### config.mk
export PLATFORM = sky130hd
export DESIGN_NAME = uart_tx_frame
export DESIGN_NICKNAME = d
export VERILOG_FILES = /design/src/rtl/uart_tx_frame.sv
export SDC_FILE = /design/constraint.sdc
export NUM_CORES = 1
export LEC_CHECK = 0
export CAP_MARGIN = 10
export CORE_MARGIN = 3
export CORE_UTILIZATION = 60
export DETAILED_ROUTE_END_ITERATION = 10
export DONT_BUFFER_PORTS = 1
export MAX_ROUTING_LAYER = met4
export PLACE_DENSITY = 0.81
export SKIP_LAST_GASP = 1
export SLEW_MARGIN = 0
export SYNTH_ARGS = -nofsm -noshare
export SYNTH_HDL_FRONTEND = slang
export SYNTH_SLANG_ARGS = --single-unit
### constraint.sdc
create_clock -name clk -period 2.4 [get_ports clk]
set_input_delay 0.48 -clock clk [delete_from_list [all_inputs] [get_ports clk]]
set_output_delay 0.48 -clock clk [all_outputs]
set_load 0.03 [all_outputs]
### src/rtl/uart_tx_frame.sv
// UART transmitter with a one-word holding register ahead of the frame shifter.
// Back-to-back words leave with no idle gap between frames.
module uart_tx_frame #(
  parameter int unsigned CLKDIV    = 128,
  parameter int unsigned DATA_BITS = 8,
  parameter int unsigned PARITY    = 0,
  parameter int unsigned STOP_BITS = 1
) (
  input  logic                 clk,
  input  logic                 rst,
  input  logic                 tx_valid,
  output logic                 tx_ready,
  input  logic [DATA_BITS-1:0] tx_data,
  output logic                 tx_pin,
  output logic                 tx_busy,
  output logic                 tx_done
);

  localparam int unsigned PAR_BITS = (PARITY != 0) ? 1 : 0;
  localparam int unsigned NBITS    = 1 + DATA_BITS + PAR_BITS + STOP_BITS;
  localparam int unsigned BAUD_W   = $clog2(CLKDIV);
  localparam logic [BAUD_W-1:0] BAUD_MAX  = BAUD_W'(CLKDIV - 1);
  localparam logic [3:0]        BITS_INIT = 4'(NBITS);

  typedef enum logic {IDLE, SHIFT} state_e;

  state_e               state_q, state_d;
  logic [DATA_BITS-1:0] hold_q, hold_d;
  logic                 hold_full_q, hold_full_d;
  logic [NBITS-1:0]     shreg_q, shreg_d;
  logic [BAUD_W-1:0]    baud_q, baud_d;
  logic [3:0]           bit_cnt_q, bit_cnt_d;
  logic                 tx_pin_q, tx_pin_d;
  logic                 tx_busy_q, tx_busy_d;
  logic                 tx_ready_q, tx_ready_d;
  logic                 tx_done_q, tx_done_d;
  logic                 load;

  // Whole frame laid out LSB-first: start, data, optional parity, stop bits.
  function automatic logic [NBITS-1:0] build_frame(input logic [DATA_BITS-1:0] data);
    logic [NBITS-1:0] f;
    f = '1;
    f[0] = 1'b0;
    f[DATA_BITS:1] = data;
    if (PARITY == 1) begin
      f[DATA_BITS+1] = ~(^data);
    end else if (PARITY == 2) begin
      f[DATA_BITS+1] = ^data;
    end
    return f;
  endfunction

  always_comb begin
    state_d     = state_q;
    hold_d      = hold_q;
    hold_full_d = hold_full_q;
    shreg_d     = shreg_q;
    baud_d      = baud_q;
    bit_cnt_d   = bit_cnt_q;
    load        = 1'b0;

    case (state_q)
      IDLE: begin
        if (hold_full_q) begin
          load = 1'b1;
        end
      end
      SHIFT: begin
        if (baud_q != '0) begin
          baud_d = baud_q - BAUD_W'(1);
        end else if (bit_cnt_q != 4'd1) begin
          baud_d    = BAUD_MAX;
          bit_cnt_d = bit_cnt_q - 4'd1;
          shreg_d   = {1'b1, shreg_q[NBITS-1:1]};
        end else if (hold_full_q) begin
          load = 1'b1;
        end else begin
          state_d   = IDLE;
          baud_d    = '0;
          bit_cnt_d = '0;
        end
      end
      default: state_d = IDLE;
    endcase

    // Drain and accept are mutually exclusive: ready is low while the holding register is full.
    if (load) begin
      state_d     = SHIFT;
      shreg_d     = build_frame(hold_q);
      baud_d      = BAUD_MAX;
      bit_cnt_d   = BITS_INIT;
      hold_full_d = 1'b0;
    end
    if (tx_valid && tx_ready_q) begin
      hold_d      = tx_data;
      hold_full_d = 1'b1;
    end

    tx_pin_d   = (state_d == SHIFT) ? shreg_d[0] : 1'b1;
    tx_busy_d  = (state_d == SHIFT);
    tx_ready_d = ~hold_full_d;
    tx_done_d  = (state_d == SHIFT) && (bit_cnt_d == 4'd1) && (baud_d == '0);
  end

  always_ff @(posedge clk) begin
    if (!rst) begin
      state_q     <= IDLE;
      hold_q      <= '0;
      hold_full_q <= 1'b0;
      shreg_q     <= '1;
      baud_q      <= '0;
      bit_cnt_q   <= '0;
      tx_pin_q    <= 1'b1;
      tx_busy_q   <= 1'b0;
      tx_ready_q  <= 1'b1;
      tx_done_q   <= 1'b0;
    end else begin
      state_q     <= state_d;
      hold_q      <= hold_d;
      hold_full_q <= hold_full_d;
      shreg_q     <= shreg_d;
      baud_q      <= baud_d;
      bit_cnt_q   <= bit_cnt_d;
      tx_pin_q    <= tx_pin_d;
      tx_busy_q   <= tx_busy_d;
      tx_ready_q  <= tx_ready_d;
      tx_done_q   <= tx_done_d;
    end
  end

  assign tx_pin   = tx_pin_q;
  assign tx_busy  = tx_busy_q;
  assign tx_ready = tx_ready_q;
  assign tx_done  = tx_done_q;

endmodule
==> key figures <==
STA
  • Tcrit/Tclk final: 0.935
  • Relative slew margins: 0.604
  • FMAX: 0.446 GHz
  • Setup_tns: 0 ns
  • Worst Skew: 0.0180 ns
  • Final hold vios: 0
  • Slew @ Worst Pin: 0.586 ns
  • RSZ-0062 raised after global routing: no
  • Post-route minimum period: 2.24 ns
  • Max-slew violations: 0
  • Finish-stage setup viols: 0

Logic synthesis
  • Mean area per synthesized cell: 8.67 sq um
  • Most common cell in the synthesized netlist: dfxtp_1
  • Sequential area share after synthesis: 0.397
  • FFs w/ async S/R, synth: 0
  • Post-synth EDFFs: 0
  • Synth warnings: 0
  • Top_reg_cell synth: dfxtp_1
  • Mapped Area: 1660 sq um
  • Post-synthesis net count: 207
  • Post-synth top cells: dfxtp_1, nand2_1, nor2_1
  • Largest cells by area after synthesis: dfxtp_1, nand2_1, a221o_1
  • Cell count after synthesis: 192
  • Synthesized flop and latch total: 33
  • Yosys top cell area share: 0.397
  • Yosys top cell by area: dfxtp_1
  • Synth unique cells: 51

Setup path
  • R2R Path End: tx_done
  • WS Path Type: register to register
  • Type of origin of the critical path: register
  • Crit. End Element: register
  • Slowest stage delay, CP: 0.55 ns
  • R2R Setup Slk: 0.16 ns
  • RR Startpoint: bit_cnt_q[1]
  • R2R depth: 7
  • Crit-path cells: inv_1, ha_1, or3b_2, nor4_4, o21ai_2, a2111o_1, nor4_2
  • Critical path's top delay family: simple AND/OR/NAND/NOR gates
  • CP arrival: 2.53 ns
  • Worst path required time: 2.68 ns
  • Worst Path Max Fanout: 5
  • CP Buf/Inv Count: 1
  • Critical path's slowest cell: or3b_2

Clock tree
  • PostCTS Resize Cnt: 0
  • Deepest clock path buffer count: 2
  • CTS clk-pin slew, worst paths: 0.12 ns
  • CTS buffer count: 5
  • CTS tree: yes
  • Later-pin clock latency in the skew report: 0.35 ns
  • CTS sink cnt: 33
  • H-Tree Depth: 2
  • CTS Hold Buffers Added: 0
  • Root buffer cell: clkbuf_4

GRT
  • Total global routing overflow: 0
  • GRT Util Overall: 0.266
  • First-pass GRT wire length: 6.84 mm
  • Largest net degree at the start of global routing: 33
  • Vias in the first global route: 1468
  • Initial antenna violation count: 0

Layout
  • Layout area overhead: 10.4%
  • Final net count: 215
  • N_diodes: 0
  • Final instance area: 1840 sq um
  • Layout cell share with drive strength beyond 1: 0.149
  • # fillers: 195

Power and ir drop
  • Power Density: 791 nW/um^2
  • Leakage: 0.730 nW
  • Peak supply drop: 0.000566 V

Place
  • Port Buffers: 0
  • Placed inst area: 1730 sq um
  • GP Congestion: 0.947
  • Dpl hpwl: 2.67 mm

Routing
  • Detail Route Antenna Nets: 0
  • Via/cell ratio: 6.38
  • Residual DRC: 0
  • Routed WL: 3.84 mm
  • Initial detailed-routing violation count: 113
  • Drt first pass iters: 4
  • Via count: 1473
  • DR WL/cell: 16.6 um

Worst hold path
  • HP Start: rst
  • Hold endpoint: tx_pin
  • Hold Crit Class: input port to register
  • Min-Delay Path Depth: 1

Die
  • Core Region: 2570 sq um
  • Starting Density: 0.648
  • Row cnt: 18
  • Die Y: 58.7 um
  • Die area: 3440 sq um
  • I/O Pins: 15
  • Die Wd: 58.7 um

Run status
  • Status: complete, no violations

Run
  • Max_cap viols: 0
==> report_power, final <==
group | internal (mW) | total (mW) | switching (mW)
Sequential | 0.596 | 0.651 | 0.0556
Combinational | 0.120 | 0.278 | 0.158
Clock | 0.322 | 0.524 | 0.202
==> worst reg2reg max path: cells and delay by family, from the launching register on <==
kind | cells | cell delay [ns]
AOI/OAI and AO/OA | 2 | 0.51
buffers and inverters | 1 | 0.09
DFF | 1 | 0.36
and+or+nand+nor | 3 | 1.06
adders and majority gates | 1 | 0.16
==> worst max-delay path by stage <==
stage / from / to / cells past startpoint
after floorplan: baud_q[0] / tx_done / 7
after global placement: baud_q[0] / tx_done / 7
after detailed placement: baud_q[0] / tx_done / 7
after CTS: baud_q[0] / tx_done / 7
after global routing: bit_cnt_q[1] / tx_done / 7
final: bit_cnt_q[1] / tx_done / 7
==> per-stage QoR <==
stage	power, mW	utilization	worst slack [ns]	hold WS [ns]	cells
2_1_floorplan	0.865	-	0.184	0.443	192
3_3_place_gp	0.921	0.675	0.247	0.456	223
3_5_place_dp	0.932	0.675	0.158	0.460	223
4_1_cts	1.45	0.715	0.148	0.186	231
5_1_grt	1.53	0.715	0.0117	0.168	231
6_report	1.45	0.715	0.155	0.190	231
==> cell type report <==
type / count / area (sq um) / share of cell area
Clock buffer: 5 / 37.5 / 0.0204
Clock inverter: 3 / 65.1 / 0.0354
Inverter: 8 / 30.0 / 0.0163
Multi-Input combinational cell: 142 / 931 / 0.507
Sequential cell: 33 / 661 / 0.360
Tap cell: 30 / 37.5 / 0.0204
Timing Repair Buffer: 10 / 75.1 / 0.0409
==> repair_timing <==
item / CTS / global route
setup endpoints to repair: 0 / 1
buffers inserted: 0 / 0
endpoints found under the hold margin: 0 / 0
==> state kept, by name, summed over array words and instances, names as in the netlist <==
signal	cells
baud_q	7
bit_cnt_q	4
hold_full_q	1
hold_q	8
shreg_q	9
tx_busy	1
tx_done	1
tx_pin	1
tx_ready	1
==> logic make-up (layout without fill, tap and decap cells) <==
kind of cell	after synthesis	after routing	synth area share
AND/OR/NAND/NOR	80	80	0.262
AO/OA/AOI/OAI	55	55	0.250
flip-flops	33	33	0.397
buffers and inverters	17	26	0.0436
adder cells (fa/ha/maj)	4	4	0.0301
multiplexers	2	2	0.0120
XOR/XNOR	1	1	0.00526
==> cell usage in the layout, fill, tap and decap left out, types with 3 or more instances in the layout <==
master / synthesis / layout
dfxtp_1: 33 / 33
nand2_1: 31 / 31
nor2_1: 14 / 14
nand3_1: 10 / 10
buf_4: 0 / 10
a21boi_0: 9 / 9
a21oi_1: 8 / 8
inv_1: 7 / 7
a221o_1: 7 / 7
o21ai_0: 6 / 6
clkbuf_4: 0 / 5
and2_1: 4 / 4
ha_1: 4 / 4
o31ai_1: 3 / 3
nor3b_1: 3 / 3
a31oi_1: 3 / 3
==> routing by layer <==
metal / vias up / global-route usage / wire [um]
met4: 0 / 0.0841 / 36
li1: 722 / - / -
met2: 52 / 0.383 / 1700
met5: - / - / 0
met3: 6 / 0.0789 / 264
met1: 693 / 0.360 / 1840
Note: power is estimated with default switching activity, not from simulation.
